--- config.mk ---
export PLATFORM = sky130hd
export DESIGN_NAME = clock_time_controller
export DESIGN_NICKNAME = d
export VERILOG_FILES = /design/src/rtl/clock_ctrl_pkg.sv /design/src/rtl/button_debounce.sv /design/src/rtl/clock_time_controller.sv
export SDC_FILE = /design/constraint.sdc
export NUM_CORES = 1
export LEC_CHECK = 0
export BUFFER_PORTS_ARGS = -buffer_cell sky130_fd_sc_hd__buf_4
export CAP_MARGIN = 15
export CORE_UTILIZATION = 62
export DETAILED_ROUTE_END_ITERATION = 7
export PLACE_DENSITY = 0.82
export SYNTH_ARGS = -nofsm -noshare
export SYNTH_HDL_FRONTEND = slang
export SYNTH_SLANG_ARGS = --single-unit
--- constraint.sdc ---
create_clock -name clk_i -period 3 [get_ports clk_i]
set_input_delay 0.15 -clock clk_i [delete_from_list [all_inputs] [get_ports clk_i]]
set_output_delay 0.15 -clock clk_i [all_outputs]
set_load 0.01 [all_outputs]
--- src/rtl/clock_ctrl_pkg.sv ---
// clock_ctrl_pkg: shared definitions for the HH:MM:SS clock sequencer.
//   MODE_W  - width of the mode_o state report
//   state_t - mode FSM encoding (RUN=0, SET_HR=1, SET_MIN=2; value 3 is unused and recovers to RUN)
package clock_ctrl_pkg;

   localparam int unsigned MODE_W = 2;

   typedef enum logic [MODE_W-1:0] {
      ST_RUN     = 2'd0,
      ST_SET_HR  = 2'd1,
      ST_SET_MIN = 2'd2
   } state_t;

endpackage

--- src/rtl/button_debounce.sv ---
// button_debounce: synchronises a raw push-button, debounces it and emits a
// one-cycle event on each accepted press.
//   clk_i    system clock
//   rst_i    synchronous active-high reset
//   btn_i    raw asynchronous button level, active-high
//   event_o  one-cycle pulse on the rising edge of the debounced level
// Parameter DEBOUNCE_CYCLES: consecutive stable synced samples that must
// differ from the current level before the level is accepted.
module button_debounce #(
   parameter int unsigned DEBOUNCE_CYCLES = 200
) (
   input  logic clk_i,
   input  logic rst_i,
   input  logic btn_i,
   output logic event_o
);

   localparam int unsigned CNT_W = $clog2(DEBOUNCE_CYCLES + 1);

   logic             sync_q1;
   logic             sync_q2;
   logic [CNT_W-1:0] cnt_q;
   logic             level_q;
   logic             level_d_q;
   logic             event_q;

   // Two-flop synchroniser, stability counter, level register and edge detector.
   always_ff @(posedge clk_i) begin
      if (rst_i) begin
         sync_q1   <= 1'b0;
         sync_q2   <= 1'b0;
         cnt_q     <= '0;
         level_q   <= 1'b0;
         level_d_q <= 1'b0;
         event_q   <= 1'b0;
      end else begin
         sync_q1 <= btn_i;
         sync_q2 <= sync_q1;
         // Any sample agreeing with the current level restarts the count.
         if (sync_q2 != level_q) begin
            if (cnt_q == CNT_W'(DEBOUNCE_CYCLES - 1)) begin
               level_q <= sync_q2;
               cnt_q   <= '0;
            end else begin
               cnt_q <= cnt_q + CNT_W'(1);
            end
         end else begin
            cnt_q <= '0;
         end
         level_d_q <= level_q;
         event_q   <= level_q & ~level_d_q;
      end
   end

   assign event_o = event_q;

endmodule

--- src/rtl/clock_time_controller.sv ---
// clock_time_controller: sequencer for the HH:MM:SS bcd_counter chain.
// Divides clk_i to a 1 Hz tick, issues increment strobes with carry ripple,
// and runs the RUN -> SET_HR -> SET_MIN mode FSM from two push-buttons.
//   clk_i       system clock
//   rst_i       synchronous active-high reset
//   mode_btn_i  raw mode button (async, active-high)
//   adv_btn_i   raw advance button (async, active-high)
//   sec_ovf_i   seconds counter overflow (valid in its increment cycle)
//   min_ovf_i   minutes counter overflow
//   sec_inc_o   seconds increment strobe (combinational)
//   min_inc_o   minutes increment strobe (combinational)
//   hr_inc_o    hours increment strobe (combinational)
//   sec_clr_o   one-cycle seconds clear on leaving SET_MIN (registered)
//   mode_o      current FSM state (registered)
//   hr_blank_o  blank hour digits while setting hours (registered)
//   min_blank_o blank minute digits while setting minutes (registered)
// Build option: define CLOCK_CTRL_BLINK_EN to build the blink outputs;
// otherwise both blank outputs are tied low.
module clock_time_controller
   import clock_ctrl_pkg::*;
#(
   parameter int unsigned CLK_HZ          = 10000,
   parameter int unsigned DEBOUNCE_CYCLES = 200
) (
   input  logic              clk_i,
   input  logic              rst_i,
   input  logic              mode_btn_i,
   input  logic              adv_btn_i,
   input  logic              sec_ovf_i,
   input  logic              min_ovf_i,
   output logic              sec_inc_o,
   output logic              min_inc_o,
   output logic              hr_inc_o,
   output logic              sec_clr_o,
   output logic [MODE_W-1:0] mode_o,
   output logic              hr_blank_o,
   output logic              min_blank_o
);

   localparam int unsigned PRE_W = $clog2(CLK_HZ);

   logic [PRE_W-1:0] pre_q;
   logic             tick;
   state_t           state_q;
   logic             sec_clr_q;
   logic             mode_evt;
   logic             adv_evt;
   logic             leave_set_min;

   button_debounce #(.DEBOUNCE_CYCLES(DEBOUNCE_CYCLES)) u_mode_db (
      .clk_i   (clk_i),
      .rst_i   (rst_i),
      .btn_i   (mode_btn_i),
      .event_o (mode_evt)
   );

   button_debounce #(.DEBOUNCE_CYCLES(DEBOUNCE_CYCLES)) u_adv_db (
      .clk_i   (clk_i),
      .rst_i   (rst_i),
      .btn_i   (adv_btn_i),
      .event_o (adv_evt)
   );

   assign tick          = (pre_q == PRE_W'(CLK_HZ - 1));
   assign leave_set_min = (state_q == ST_SET_MIN) && mode_evt;

   // Free-running prescaler; re-phased on return to RUN so the first
   // second after setting the time is a full second.
   always_ff @(posedge clk_i) begin
      if (rst_i) begin
         pre_q <= '0;
      end else if (tick || leave_set_min) begin
         pre_q <= '0;
      end else begin
         pre_q <= pre_q + PRE_W'(1);
      end
   end

   // Mode FSM; a mode event always takes priority over an advance event.
   always_ff @(posedge clk_i) begin
      if (rst_i) begin
         state_q   <= ST_RUN;
         sec_clr_q <= 1'b0;
      end else begin
         sec_clr_q <= 1'b0;
         case (state_q)
            ST_RUN:     if (mode_evt) state_q <= ST_SET_HR;
            ST_SET_HR:  if (mode_evt) state_q <= ST_SET_MIN;
            ST_SET_MIN: begin
               if (mode_evt) begin
                  state_q   <= ST_RUN;
                  sec_clr_q <= 1'b1;
               end
            end
            default:    state_q <= ST_RUN;
         endcase
      end
   end

   // Strobe mux: carries ripple in the same cycle so 23:59:59 wraps at once.
   always_comb begin
      sec_inc_o = 1'b0;
      min_inc_o = 1'b0;
      hr_inc_o  = 1'b0;
      case (state_q)
         ST_RUN: begin
            sec_inc_o = tick;
            min_inc_o = sec_ovf_i;
            hr_inc_o  = min_ovf_i;
         end
         ST_SET_HR:  hr_inc_o  = adv_evt & ~mode_evt;
         ST_SET_MIN: min_inc_o = adv_evt & ~mode_evt;
         default: ;
      endcase
   end

   assign sec_clr_o = sec_clr_q;
   assign mode_o    = state_q;

`ifdef CLOCK_CTRL_BLINK_EN
   localparam logic [PRE_W-1:0] PRE_HALF = PRE_W'(CLK_HZ / 2);

   logic hr_blank_q;
   logic min_blank_q;

   // Blank the digits being set during the second half of each second.
   always_ff @(posedge clk_i) begin
      if (rst_i) begin
         hr_blank_q  <= 1'b0;
         min_blank_q <= 1'b0;
      end else begin
         hr_blank_q  <= (state_q == ST_SET_HR)  && (pre_q >= PRE_HALF);
         min_blank_q <= (state_q == ST_SET_MIN) && (pre_q >= PRE_HALF);
      end
   end

   assign hr_blank_o  = hr_blank_q;
   assign min_blank_o = min_blank_q;
`else
   assign hr_blank_o  = 1'b0;
   assign min_blank_o = 1'b0;
`endif

endmodule
==> summary.md, run 1 <==
| Metric | Value |
|---|---|
| Largest net degree at the start of global routing | `15` |
| Worst EP required | `2.85 ns` |
| Hold Vio Cnt, Final | `0` |
| Final period util | `74.5%` |
| Clk pwr share | `31.3%` |
| RD Place Congestion | `0.729` |
| GRT met3 Usage | `6.39%` |
| Ports | `14` |
| Worst-margin pin slew | `0.492 ns` |
| Final setup fails | `0` |
| Fillers | `195` |
| Final WS setup | `0.764 ns` |
| Kind of critical path | `flop to primary output` |
| Switching fraction of total power | `23.5%` |
| Clock buffer depth | `2` |
| Clock Skews | `0.00533 ns` |
| Synth cell types | `32` |
| Number of global-route vias before repair | `1,095` |
| Max Cap Viol | `0` |
| Met2 Use GR | `36.7%` |
| Ys Warns | `0` |
| Max-slew violation count | `0` |
| Met1 usage | `22.0%` |
| Routed Antenna Nets | `0` |
| CP max stage cell | `or4_4` |
| Number of synthesized flops with an enable pin | `0` |
| Wire per inst | `11.9 µm` |
| # hold bufs at CTS | `2` |
| CTS root buffer | `clkbuf_4` |
| Share of cells above drive strength 1 | `11.6%` |
| Initial antenna violation count | `0` |
| Final core utilization | `73.8%` |
| WP buf/inv | `1` |
| Post-detail-place hpwl | `1.95 mm` |
| Global routing's busiest layer | `met2` |
| Worst path cell trace | `ha_1 > nand3_1 > or4_4 > nor3_1 > buf_4` |
| Share of the synthesized area in the top cell type | `49.8%` |
| Multi-input gate area | `801 µm²` |
| Logic pwr share | `3.3%` |
| Yosys top cell by area | `dfxtp_1` |
| Cells after synthesis | `183` |
| Kind of cell adding the most delay to the critical path | `simple AND/OR/NAND/NOR gates` |
| Initial Utilization | `67.9%` |
| Place WS | `1.16 ns` |
| Area Overhead vs Synth | `8.69%` |
| Via/cell ratio | `5.39` |
| RSZ-0062 raised after global routing | `no` |
| Chip width | `54.8 µm` |
| Crit start category | `flop` |
| Post-layout nets | `206` |
| Register share of total power | `65.4%` |
| Die ar. | `0.00300 mm²` |
| CP arrival | `2.09 ns` |
| Sequential Area | `861 µm²` |
| DRC viols | `0` |
| Core Area | `0.00254 mm²` |
| Power density cells | `475 mW/mm²` |
| Seq cells post-synth | `43` |
| Via count | `1,230` |
| Sequential area share after synthesis | `49.8%` |
| First drt pass iteration count | `4` |
| Port Buffers | `11` |
| Power Total | `891 µW` |
| Ys async rst share | `0%` |
| CTS resizes | `0` |
| Psw | `209 µW` |
| Hold WC Path Type | `input port to flop` |
| Syn_area_per_cell | `9.44 µm²` |
| Leak | `0.696 nW` |
| Setup TNS | `0 ns` |
| Die height | `54.8 µm` |
| Clock tree from TritonCTS | `built` |
| Cell Area, Synth | `0.00173 mm²` |
| Max Fclk | `447 MHz` |
| Global-route wire length before repair | `4.37 mm` |
| Iter 0 DRT Violations | `14` |
| CP max FO | `6` |
| Post-route minimum period | `2.24 ns` |
| Placed cells | `218` |
| Total CTS buffers | `5` |
| Setup crit end kind | `primary output` |
| Internal Power | `682 µW` |
| CTS H-Tree Depth | `2` |
| Clk slew on worst S/H paths | `0.12 ns` |
| Num rows | `18` |
| Drt total wl | `2.70 mm` |
| Slew headroom | `66.7%` |
| Main synth FF type | `dfxtp_1` |
| Clock Latency Late Sink | `0.36 ns` |
| Outcome | `finished clean` |
| Total congestion overflow | `0` |
| Postcts setup bufs | `0` |
| Fin cells | `228` |
| Clock sink count | `43` |
| Slowest stage delay, CP | `0.61 ns` |
| GRT Util Overall | `21.1%` |
| # diodes | `0` |
| Area contributors post-synth | `dfxtp_1, nor2_1, xnor2_1` |
| Maximum vdd drop | `0.441 mV` |
## worst paths after layout
| kind | slack [ns] | startpoint | cells after the start | to |
|---|---|---|---|---|
| setup / recovery | 0.76 | pre_q[0]$_SDFF_PP0_ | 5 | sec_inc_o |
| hold / removal | 0.04 | rst_i | 2 | u_mode_db.sync_q2$_SDFF_PP0_ |
| setup reg to reg | 1.17 | pre_q[0]$_SDFF_PP0_ | 5 | pre_q[13]$_SDFF_PP0_ |
| hold reg to reg | 0.39 | u_adv_db.level_d_q$_SDFF_PP0_ | 1 | u_adv_db.event_o$_SDFF_PP0_ |
## power groups by stage
stage	registers [mW]	clock network (mW)	logic (mW)
floorplan	0.595	0	0.0205
global route	0.584	0.307	0.0325
CTS	0.583	0.288	0.0298
detailed placement	0.596	0	0.0277
finish	0.583	0.279	0.0296
global placement	0.595	0	0.0266
## cell usage in the layout (no fill, tap or decap), types with 2 or more instances in the layout
| master | n |
|---|---|
| nor3_1 | 6 |
| nor4b_1 | 2 |
| conb_1 | 2 |
| nand2b_1 | 2 |
| inv_1 | 5 |
| xor2_1 | 13 |
| nand2_1 | 4 |
| buf_4 | 11 |
| ha_1 | 3 |
| nand3_1 | 11 |
| dlygate4sd3_1 | 2 |
| nand4_1 | 5 |
| nor2b_1 | 9 |
| nor2_1 | 38 |
| xnor2_1 | 14 |
| mux2i_1 | 4 |
| clkinvlp_4 | 2 |
| clkbuf_4 | 5 |
| and3_1 | 4 |
| dfxtp_1 | 43 |
## synthesized netlist by cell type, types with 2 or more instances
library cell / instances
dfxtp_1: 43
ha_1: 3
nor2_1: 38
nor3_1: 6
nand4_1: 5
nor2b_1: 9
nor4b_1: 2
nand3_1: 11
clkbuf_1: 3
xnor2_1: 14
nand2b_1: 2
mux2i_1: 4
nand2_1: 4
xor2_1: 13
buf_4: 2
and3_1: 4
inv_1: 5
## flip-flops by register name, summed over array words and instances, names as in the netlist, 2 cells and up
signal           cells
pre_q               14
mode_o               2
u_mode_db.cnt_q      8
u_adv_db.cnt_q       8
## cell type report
cell class                 instances  area share, %
multi-input combinational        129           42.6
timing repair buffer              13           5.46
clock inverter                     3           1.07
clock buffer                       5           2.00
inverter                           5          0.999
tap                               30           2.00
sequential                        43           45.8
## cells by family after synthesis
family	after synthesis	synth area share, %
fa+ha+maj	3	2.17
buf+inv	12	4.05
mux	4	2.32
other cells	1	0.217
flops	43	49.8
simple gates	91	27.1
compound gates	2	0.652
xor+xnor	27	13.7
## per-stage QoR
step / hold slack [ns] / instance area, µm²
after floorplan: 0.229 / 1730
after global placement: 0.371 / 1800
after detailed placement: 0.376 / 1800
after CTS: 0.0304 / 1880
after global routing: 0.0421 / 1880
final: 0.0439 / 1880
## per-layer routing
layer	vias to the layer above	wire length (µm)
met1	579	1210
met2	14	1350
met4	0	57
met5	-	0
met3	7	79
li1	630	-
Power figures use the tool's default switching activity.
==> run 2, diff against run 1 <==
- CORE_UTILIZATION: 62 -> 52
- PLACE_DENSITY: 0.82 -> 0.74
- clock period: 3 -> 2 ns (I/O delays scaled with it)
==> run 2 against run 1 <==
Against the previous run: cell count rose by 10%; global-route usage fell by 1.4 points; cell area grew 7.5%; setup slack worse by 0.75 ns; utilization down 8.8 points; flip-flop and latch count unchanged; critical path type unchanged; largest power group unchanged; highest routed layer unchanged.
==> summary.md, run 2 (same netlist as run 1, synthesis figures left out) <==
| Metric | Value |
|---|---|
| Setup TNS | `0 ns (unchanged)` |
| Via count | `1,270 (was 1,230)` |
| CP max stage cell | `or4b_1 (was or4_4)` |
| Share of cells above drive strength 1 | `17.9% (was 11.6%)` |
| CTS H-Tree Depth | `2 (unchanged)` |
| Chip width | `59.6 µm (was 54.8 µm)` |
| Area Overhead vs Synth | `16.8% (was 8.69%)` |
| Area after DPL | `0.00183 mm² (was 0.00180 mm²)` |
| DRC viols | `0 (unchanged)` |
| Clk pwr share | `38.2% (was 31.3%)` |
| GRT Util Overall | `19.7% (was 21.1%)` |
| Max-slew violation count | `0 (unchanged)` |
| Core Area | `0.00310 mm² (was 0.00254 mm²)` |
| # diodes | `0 (unchanged)` |
| CP arrival | `1.89 ns (was 2.09 ns)` |
| Slowest stage delay, CP | `0.50 ns (was 0.61 ns)` |
| Port Buffers | `11 (unchanged)` |
| Worst path cell trace | `or4b_1 > or4_4 > nor3_2 > buf_4 (was ha_1 > nand3_1 > or4_4 > nor3_1 > buf_4)` |
| Iter 0 DRT Violations | `66 (was 14)` |
| Number of global-route vias before repair | `1,226 (was 1,095)` |
| CP max FO | `3 (was 6)` |
| Outcome | `finished clean (unchanged)` |
| Final period util | `99.4%` |
| Ports | `14 (unchanged)` |
| Kind of critical path | `flop to primary output (unchanged)` |
| WP buf/inv | `1 (unchanged)` |
| Clk slew on worst S/H paths | `0.12 ns (about the same)` |
| Multi-input gate area | `810 µm² (was 801 µm²)` |
| Maximum vdd drop | `0.507 mV (was 0.441 mV)` |
| Die ar. | `0.00356 mm² (was 0.00300 mm²)` |
| Max Cap Viol | `0 (unchanged)` |
| Clock buffer depth | `2 (unchanged)` |
| Power density cells | `737 mW/mm² (was 475 mW/mm²)` |
| Post-detail-place hpwl | `1.89 mm (was 1.95 mm)` |
| Global-route wire length before repair | `5.11 mm (was 4.37 mm)` |
| Commonest non-fill, non-tap cell in the layout | `nor2_1 (was dfxtp_1)` |
| Via/cell ratio | `5.06 (was 5.39)` |
| Internal Power | `1.18 mW (was 682 µW)` |
| Initial Utilization | `55.7% (was 67.9%)` |
| Hold WC Path Type | `flop to flop (was input port to flop)` |
| Kind of cell adding the most delay to the critical path | `simple AND/OR/NAND/NOR gates (unchanged)` |
| Leak | `0.771 nW (was 0.696 nW)` |
| Post-layout nets | `215 (was 206)` |
| Worst EP required | `1.90 ns (was 2.85 ns)` |
| Hold Vio Cnt, Final | `0 (unchanged)` |
| Clock Latency Late Sink | `0.35 ns (was 0.36 ns)` |
| Largest register FFs | `14 (unchanged)` |
| Drt total wl | `2.82 mm (was 2.70 mm)` |
| Final setup fails | `0 (unchanged)` |
| Num rows | `20 (was 18)` |
| Switching fraction of total power | `20.4% (was 23.5%)` |
| Setup crit end kind | `primary output (unchanged)` |
| Sequential Area | `873 µm² (was 861 µm²)` |
| Psw | `303 µW (was 209 µW)` |
| Crit start category | `flop (unchanged)` |
| Final Cell Area | `0.00202 mm² (was 0.00188 mm²)` |
| Die height | `59.6 µm (was 54.8 µm)` |
| Clock sink count | `43 (unchanged)` |
| Total congestion overflow | `0 (unchanged)` |
| Biggest register | `pre_q (unchanged)` |
| Post-route minimum period | `1.99 ns` |
| Largest net degree at the start of global routing | `15 (unchanged)` |
| RD Place Congestion | `0.798 (was 0.729)` |
| Logic pwr share | `3.1% (was 3.3%)` |
| Initial antenna violation count | `0 (unchanged)` |
| Register share of total power | `58.6% (was 65.4%)` |
| Most frequent cells in the layout | `nor2_1, dfxtp_1, buf_4 (was dfxtp_1, nor2_1, xnor2_1)` |
| Fillers | `277 (was 195)` |
| Wire per inst | `11.2 µm (was 11.9 µm)` |
| Clock tree from TritonCTS | `built (unchanged)` |
| Routed Antenna Nets | `0 (unchanged)` |
| Clock Skews | `0.00924 ns (was 0.00533 ns)` |
| RSZ-0062 raised after global routing | `yes (was no)` |
| CTS root buffer | `clkbuf_4 (unchanged)` |
| Max Fclk | `503 MHz` |
| Largest regs | `pre_q (14), u_adv_db.cnt_q (8), u_mode_db.cnt_q (8) (unchanged)` |
| First drt pass iteration count | `4 (unchanged)` |
| Total CTS buffers | `5 (unchanged)` |
run 2: routing by layer:
metal	vias up	share of wire [%]	track usage (%)
met5	-	0	0
met4	0	2.7	13.3
met3	8	2.9	5.24
met2	16	50	32.1
met1	598	45	22.5
li1	648	-	-
run 2: cell type report:
| class | instances | share of cell area, % |
|---|---|---|
| well taps | 44 | 2.73 |
| inverters | 5 | 0.930 |
| clock buffers | 6 | 2.54 |
| flip-flops and latches | 43 | 43.3 |
| repair buffers | 22 | 8.68 |
| clock inverters | 2 | 1.74 |
| multi-input cells | 129 | 40.1 |
run 2: timing repair:
item,4_1_cts,5_1_grt
endpoints found under the hold margin,3,0
hold buffers,4,0
setup buffers,4,2
resized for setup,9,1
endpoints found under the setup margin,1,1
pin swaps,2,1
run 2: power by group through the flow:
stage / Sequential (mW) / Combinational [mW] / Clock, mW
2_1_floorplan: 0.892 / 0.0308 / 0
3_3_place_gp: 0.893 / 0.0398 / 0
3_5_place_dp: 0.893 / 0.0406 / 0
4_1_cts: 0.873 / 0.0472 / 0.579
5_1_grt: 0.874 / 0.0530 / 0.615
6_report: 0.872 / 0.0468 / 0.569
run 2: per-stage QoR:
| stage | power (mW) | worst slack (ns) | util, % | hold WS (ns) | cells |
|---|---|---|---|---|---|
| after floorplan | 0.923 | 0.284 | - | 0.179 | 184 |
| after global placement | 0.933 | 0.247 | 58.8 | 0.318 | 233 |
| after detailed placement | 0.934 | 0.202 | 58.8 | 0.318 | 233 |
| after CTS | 1.50 | -0.0639 | 64.5 | 0.396 | 249 |
| after global routing | 1.54 | -0.114 | 65.0 | 0.411 | 251 |
| final | 1.49 | 0.0126 | 65.0 | 0.394 | 251 |
run 2: final timing paths:
kind | slack, ns | startpoint | end | depth (start not counted)
setup reg to reg | 0.32 | pre_q[11]$_SDFF_PP0_ | pre_q[6]$_SDFF_PP0_ | 4
hold reg to reg | 0.39 | u_adv_db.level_d_q$_SDFF_PP0_ | u_adv_db.event_o$_SDFF_PP0_ | 1
setup / recovery | 0.01 | pre_q[11]$_SDFF_PP0_ | sec_inc_o | 4
hold / removal | 0.39 | u_adv_db.level_d_q$_SDFF_PP0_ | u_adv_db.event_o$_SDFF_PP0_ | 1
run 2: worst register-to-register path: cells and delay by family, from the launching register on:
family        cells  cell delay, ns
simple gates      4            1.26
flops             1            0.34
